$ cat src/rtl/gf_serial_frame.sv
// Framed serial I/O engine for GF/carry-less cores.
// A frame has four phases: the engine is started, it loads two operands as
// MSB-first serial beats, it runs the attached core under a timeout watchdog,
// and it unloads the core result as MSB-first serial beats.
module gf_serial_frame #(
   parameter int DATA_WIDTH = 32,
   parameter int OUT_WIDTH  = 64,
   parameter int LANES      = 1,
   parameter int TIMEOUT    = 255
) (
   input  logic                  clk,
   input  logic                  reset,
   input  logic                  start,
   input  logic                  in_valid,
   input  logic [LANES-1:0]      in_a,
   input  logic [LANES-1:0]      in_b,
   output logic [DATA_WIDTH-1:0] core_a,
   output logic [DATA_WIDTH-1:0] core_b,
   output logic                  core_start,
   input  logic                  core_done,
   input  logic [OUT_WIDTH-1:0]  core_result,
   output logic [LANES-1:0]      out_serial,
   output logic                  out_valid,
   output logic                  busy,
   output logic                  done,
   output logic                  error
);

   localparam int N_IN    = DATA_WIDTH / LANES;
   localparam int N_OUT   = OUT_WIDTH / LANES;
   localparam int MAX_IO  = (N_IN > N_OUT) ? N_IN : N_OUT;
   localparam int MAX_CNT = (MAX_IO > TIMEOUT) ? MAX_IO : TIMEOUT;
   localparam int CW      = $clog2(MAX_CNT + 1);

   localparam logic [CW-1:0] LAST_IN   = CW'(N_IN - 1);
   localparam logic [CW-1:0] LAST_OUT  = CW'(N_OUT - 1);
   localparam logic [CW-1:0] LAST_EXEC = CW'(TIMEOUT - 1);
   localparam logic [CW-1:0] CNT_ZERO  = CW'(0);
   localparam logic [CW-1:0] CNT_ONE   = CW'(1);

   typedef enum logic [1:0] {
      S_IDLE   = 2'd0,
      S_LOAD   = 2'd1,
      S_EXEC   = 2'd2,
      S_UNLOAD = 2'd3
   } state_t;

   state_t                state_r, state_nxt_s;
   logic [CW-1:0]         cnt_r;
   logic [DATA_WIDTH-1:0] core_a_r, core_b_r;
   logic [OUT_WIDTH-1:0]  shift_r;
   logic                  core_start_r, out_valid_r, busy_r, done_r, error_r;
   logic                  core_start_nxt_s, out_valid_nxt_s, busy_nxt_s;
   logic                  done_nxt_s, error_nxt_s;

   // State register.
   always_ff @(posedge clk or posedge reset) begin
      if (reset) begin
         state_r <= S_IDLE;
      end else begin
         state_r <= state_nxt_s;
      end
   end

   // Next-state logic; core_done only counts after the launch cycle, and it
   // beats the watchdog when both land on the final EXEC cycle.
   always_comb begin
      state_nxt_s = state_r;
      case (state_r)
         S_IDLE: begin
            if (start) state_nxt_s = S_LOAD;
            else       state_nxt_s = S_IDLE;
         end
         S_LOAD: begin
            if (in_valid && (cnt_r == LAST_IN)) state_nxt_s = S_EXEC;
            else                                state_nxt_s = S_LOAD;
         end
         S_EXEC: begin
            if (core_done && !core_start_r) state_nxt_s = S_UNLOAD;
            else if (cnt_r == LAST_EXEC)    state_nxt_s = S_IDLE;
            else                            state_nxt_s = S_EXEC;
         end
         S_UNLOAD: begin
            if (cnt_r == LAST_OUT) state_nxt_s = S_IDLE;
            else                   state_nxt_s = S_UNLOAD;
         end
         default: state_nxt_s = S_IDLE;
      endcase
   end

   // Next values of the registered status outputs, derived from the transition.
   always_comb begin
      busy_nxt_s       = (state_nxt_s != S_IDLE);
      out_valid_nxt_s  = (state_nxt_s == S_UNLOAD);
      core_start_nxt_s = (state_r == S_LOAD) && (state_nxt_s == S_EXEC);
      done_nxt_s       = (state_r == S_UNLOAD) && (state_nxt_s == S_IDLE);
      if ((state_r == S_IDLE) && start) begin
         error_nxt_s = 1'b0;
      end else if ((state_r == S_EXEC) && (state_nxt_s == S_IDLE)) begin
         error_nxt_s = 1'b1;
      end else begin
         error_nxt_s = error_r;
      end
   end

   // Datapath: beat counter, operand deserialisers, result shifter, status flags.
   always_ff @(posedge clk or posedge reset) begin
      if (reset) begin
         cnt_r        <= CNT_ZERO;
         core_a_r     <= '0;
         core_b_r     <= '0;
         shift_r      <= '0;
         core_start_r <= 1'b0;
         out_valid_r  <= 1'b0;
         busy_r       <= 1'b0;
         done_r       <= 1'b0;
         error_r      <= 1'b0;
      end else begin
         core_start_r <= core_start_nxt_s;
         out_valid_r  <= out_valid_nxt_s;
         busy_r       <= busy_nxt_s;
         done_r       <= done_nxt_s;
         error_r      <= error_nxt_s;
         case (state_r)
            S_IDLE: begin
               if (start) cnt_r <= CNT_ZERO;
            end
            S_LOAD: begin
               if (in_valid) begin
                  core_a_r <= {core_a_r[DATA_WIDTH-LANES-1:0], in_a};
                  core_b_r <= {core_b_r[DATA_WIDTH-LANES-1:0], in_b};
                  cnt_r    <= (cnt_r == LAST_IN) ? CNT_ZERO : (cnt_r + CNT_ONE);
               end
            end
            S_EXEC: begin
               if (state_nxt_s == S_UNLOAD) begin
                  shift_r <= core_result;
                  cnt_r   <= CNT_ZERO;
               end else if (state_nxt_s == S_IDLE) begin
                  cnt_r   <= CNT_ZERO;
               end else begin
                  cnt_r   <= cnt_r + CNT_ONE;
               end
            end
            S_UNLOAD: begin
               // Shifting zeros in leaves the shifter empty once the frame ends,
               // so out_serial idles at zero.
               shift_r <= {shift_r[OUT_WIDTH-LANES-1:0], {LANES{1'b0}}};
               cnt_r   <= (cnt_r == LAST_OUT) ? CNT_ZERO : (cnt_r + CNT_ONE);
            end
            default: cnt_r <= CNT_ZERO;
         endcase
      end
   end

   assign core_a     = core_a_r;
   assign core_b     = core_b_r;
   assign core_start = core_start_r;
   assign out_serial = shift_r[OUT_WIDTH-1 -: LANES];
   assign out_valid  = out_valid_r;
   assign busy       = busy_r;
   assign done       = done_r;
   assign error      = error_r;

endmodule

$ cat config.mk
export PLATFORM = sky130hd
export DESIGN_NAME = gf_serial_frame
export DESIGN_NICKNAME = d
export VERILOG_FILES = /design/src/rtl/gf_serial_frame.sv
export SDC_FILE = /design/constraint.sdc
export NUM_CORES = 1
export LEC_CHECK = 0
export ABC_CLOCK_PERIOD_IN_PS = 5900
export CAP_MARGIN = 25
export CORE_ASPECT_RATIO = 1.5
export CORE_MARGIN = 2
export CORE_UTILIZATION = 30
export CTS_CLUSTER_DIAMETER = 40
export DETAILED_ROUTE_END_ITERATION = 10
export GPL_ROUTABILITY_DRIVEN = 0
export PLACE_DENSITY_LB_ADDON = 0.25
export SYNTH_ARGS = -nofsm -noshare
export SYNTH_HDL_FRONTEND = slang
export SYNTH_SLANG_ARGS = --single-unit
$ cat constraint.sdc
create_clock -name clk -period 5.9 [get_ports clk]
set_input_delay 1.18 -clock clk [delete_from_list [all_inputs] [get_ports clk]]
set_output_delay 1.18 -clock clk [all_outputs]
set_load 0.005 [all_outputs]
==> summary.md <==
| Metric | Value |
|---|---|
| Antenna diode count | 0 |
| RSZ-0062 raised after global routing | no |
| Initial DRC Count | roughly 200 |
| Clk slew on worst S/H paths | 60 ps |
| Total track usage | 13.7% |
| Sequential Power Share | around two fifths |
| # DRC | 0 |
| HPWL after DPL | 9330 microns |
| Slew @ Worst Pin | 870 ps |
| Top cells by count, synth | 143 x dfrtp_1, 135 x nand2_1, 63 x a32oi_1 |
| Fillers | 1887 |
| Logic pwr share | between 20 and 30% |
| Register area share after synthesis | 59.0% |
| Nets@finish | around 720 |
| Syn Std Cell Area | 0.00606 sq mm |
| Hold Buf Count CTS | 0 |
| Ys async rst share | 100% |
| Final hold vios | 0 |
| Die area | 0.0214 sq mm |
| Setup TNS Final | 0 ps |
| Core area | between 0.015 and 0.02 sq mm |
| Switch Pwr | between 0.001 and 0.0015 W |
| Largest net degree at the start of global routing | 96 |
| Share of layout cells above drive strength 1 | approximately 16% |
| Die Wd | 120 microns |
| Final core utilization | 41.7% |
| FF-to-FF path depth | 4 |
| Ports | 141 |
| Worst Hold Launch | shift_r[7] |
| CTS Buf Count | 17 |
| Placed Cells | between 800 and 900 |
| Initial core utilization | 30.7% |
| Max Root-Sink Buffers | 2 |
| Relative slew slack | 42.0% |
| Slowest stage delay, CP | 600 ps |
| CP Capture Type | flip-flop |
| Finished Cell Area | approximately 0.0083 sq mm |
| # Max-Cap Violations | 0 |
| Vias post-DR | 4544 |
| Final Power | 0.00366 W |
| Final setup viols | 0 |
| CTS tree | done |
| H-tree levels | 4 |
| CP max stage cell | or2_2 |
| CP arrival | between 3000 and 4000 ps |
| Wire per inst | 15.6 microns |
| First-pass GRT wire length | around 23000 microns |
| Dpl cell area | 0.00765 sq mm |
| HP Class | reg -> reg |
| Vias in the first global route | 4616 |
| Reg-to-Reg Start | state_r[1] |
| Post-synthesis cell count | 517 |
| Root Buffer | clkbuf_16 |
| Input/output buffers | 140 |
| Cell Int Power | 0.00256 W |
| Synth Flop Type | dfrtp_1 |
| Post-synth EDFFs | 0 |
| Worst Path Max Fanout | 33 |
| Area leader, netlist | dfrtp_1 |
| Non-filler instance count after layout | 918 |
| Ranking of synthesized cells by area | dfrtp_1 59%, mux2_2 11%, a32oi_1 9.1% |
| DRT Wirelength | 14300 microns |
| Final worst path period share | 50.0% |
| Yosys top cell area share | between 50% and 60% |
| Critical Path Source | in_valid |
| Area Overhead vs Synth | 36.1% |
| Count leader, synth | dfrtp_1 |
| Clock Power Share | 30.2% |
| Post-DRT Antenna Nets | 0 |
| Worst setup SP type | input pin |
| Setup Fix Bufs, Post-CTS | 0 |
| Die height | 178 microns |
| Post-Syn Area per Cell | 11.7 sq um |
| Remaining global-route overflow | 0 |
| Distinct cells, synth | 43 |
| Register area | 0.00358 sq mm |
| Worst-Skew Late Latency | 420 ps |
| Type of the worst setup path | in -> reg |
| Yosys warning total | 0 |
| Area of the multi-input gates | 0.00227 sq mm |
| Rows | 63 |
| Yosys reg bits | 143 |
| CP cell instances | clkdlybuf4s50_1 -> nand2_1 -> or2_2 -> buf_4 -> mux2_2 |
| CP Data Required Time | a little over 6000 ps |
| Leak | 3.74 nW |
| VDD IR max | between 0.1 and 0.15 mV |
| Sw Share | 30.1% |
| Clock Skews | 7.59 ps |
| Cell area power density | 443 mW/mm^2 |
| Syn Nets | about 600 |
| Initial antenna violation count | 0 |
| CTS resizes | 0 |
| Run status | completed |
| Final slew viol count | 0 |
| Drt via density | 4.95 |
| Hold Path Cell Cnt | 2 |
| Final min period | about 2900 ps |
| Peak Freq | roughly 340 MHz |
| CTS sink cnt | 143 |
| TritonRoute pass-1 iters | 5 |
## per-stage QoR
stage          hold WS [ps]  worst slack, ps
2_1_floorplan           446              882
3_3_place_gp            458             2560
3_5_place_dp            463             2500
4_1_cts                 478             2950
6_report                475             2950
5_1_grt                 505             2820
## area by class of cell
| type | count | area share, % |
|---|---|---|
| sequential | 143 | 43.4 |
| multi-input combinational | 331 | 27.4 |
| timing repair buffer | 146 | 17.5 |
| clock buffer | 19 | 5.24 |
| tap | 260 | 3.94 |
| clock inverter | 13 | 2.15 |
| inverter | 6 | 0.333 |
## registers in the layout (all words and copies together), names as in the netlist
name	flops
busy	1
cnt_r	8
core_a	32
core_b	32
core_start	1
done	1
error	1
out_valid	1
shift_r	64
state_r	2
## cell usage in the layout, fill, tap and decap left out, types with 3 or more instances in the layout
cell type and instances:
buf_4 6, bufinv_16 3, inv_1 5, mux2_1 7
clkinv_4 3, nand2_1 135, nand3_1 5, o21ai_0 7
a32oi_1 63, o22ai_1 3, mux2_2 57, nor3_1 3
nor2_1 9, clkdlybuf4s50_1 140, clkbuf_16 17, inv_6 5
dfrtp_1 141, a31oi_1 5
## path summary, 6_finish.rpt
kind / endpoint / slack [ps]
max: core_b[5] / 2950
min: shift_r[7] / 480
max reg2reg: core_b[5] / 3180
min reg2reg: shift_r[7] / 480
max in group asynchronous: core_b[6] / 3440
min in group asynchronous: core_b[18] / 1310
## critical path, delay by kind of cell
kind / cells / cell delay [ps]
muxes: 1 / 390
and+or+nand+nor: 2 / 710
buffers and inverters: 2 / 950
## cells by family (layout without fill, tap and decap cells)
group | count (synthesis) | count (layout) | synth area share [%]
xor gates and xnor gates | 2 | 2 | 0.289
AOI/OAI and AO/OA | 94 | 94 | 13.0
adders and majority gates | 2 | 2 | 0.413
and+or+nand+nor | 169 | 169 | 11.5
DFF | 143 | 143 | 59.0
buffers and inverters | 43 | 184 | 3.90
muxes | 64 | 64 | 11.9
## power groups by stage
stage / sequential (W) / clock [W] / combinational [W]
after floorplan: 0.00149 / 0 / 0.000581
after global placement: 0.00152 / 0 / 0.00103
after detailed placement: 0.00153 / 0 / 0.00105
after CTS: 0.00152 / 0.00114 / 0.00105
after global routing: 0.00156 / 0.00119 / 0.00115
final: 0.00151 / 0.00111 / 0.00104
## metal layers
layer / vias to the layer above / wire length (microns) / global-route usage (%)
li1: 2122 / - / -
met1: 2241 / 6180 / 17.0
met2: 156 / 6800 / 21.9
met3: 25 / 1010 / 4.16
met4: 0 / 292 / 6.03
met5: - / 0 / 0
Power figures use the tool's default switching activity.
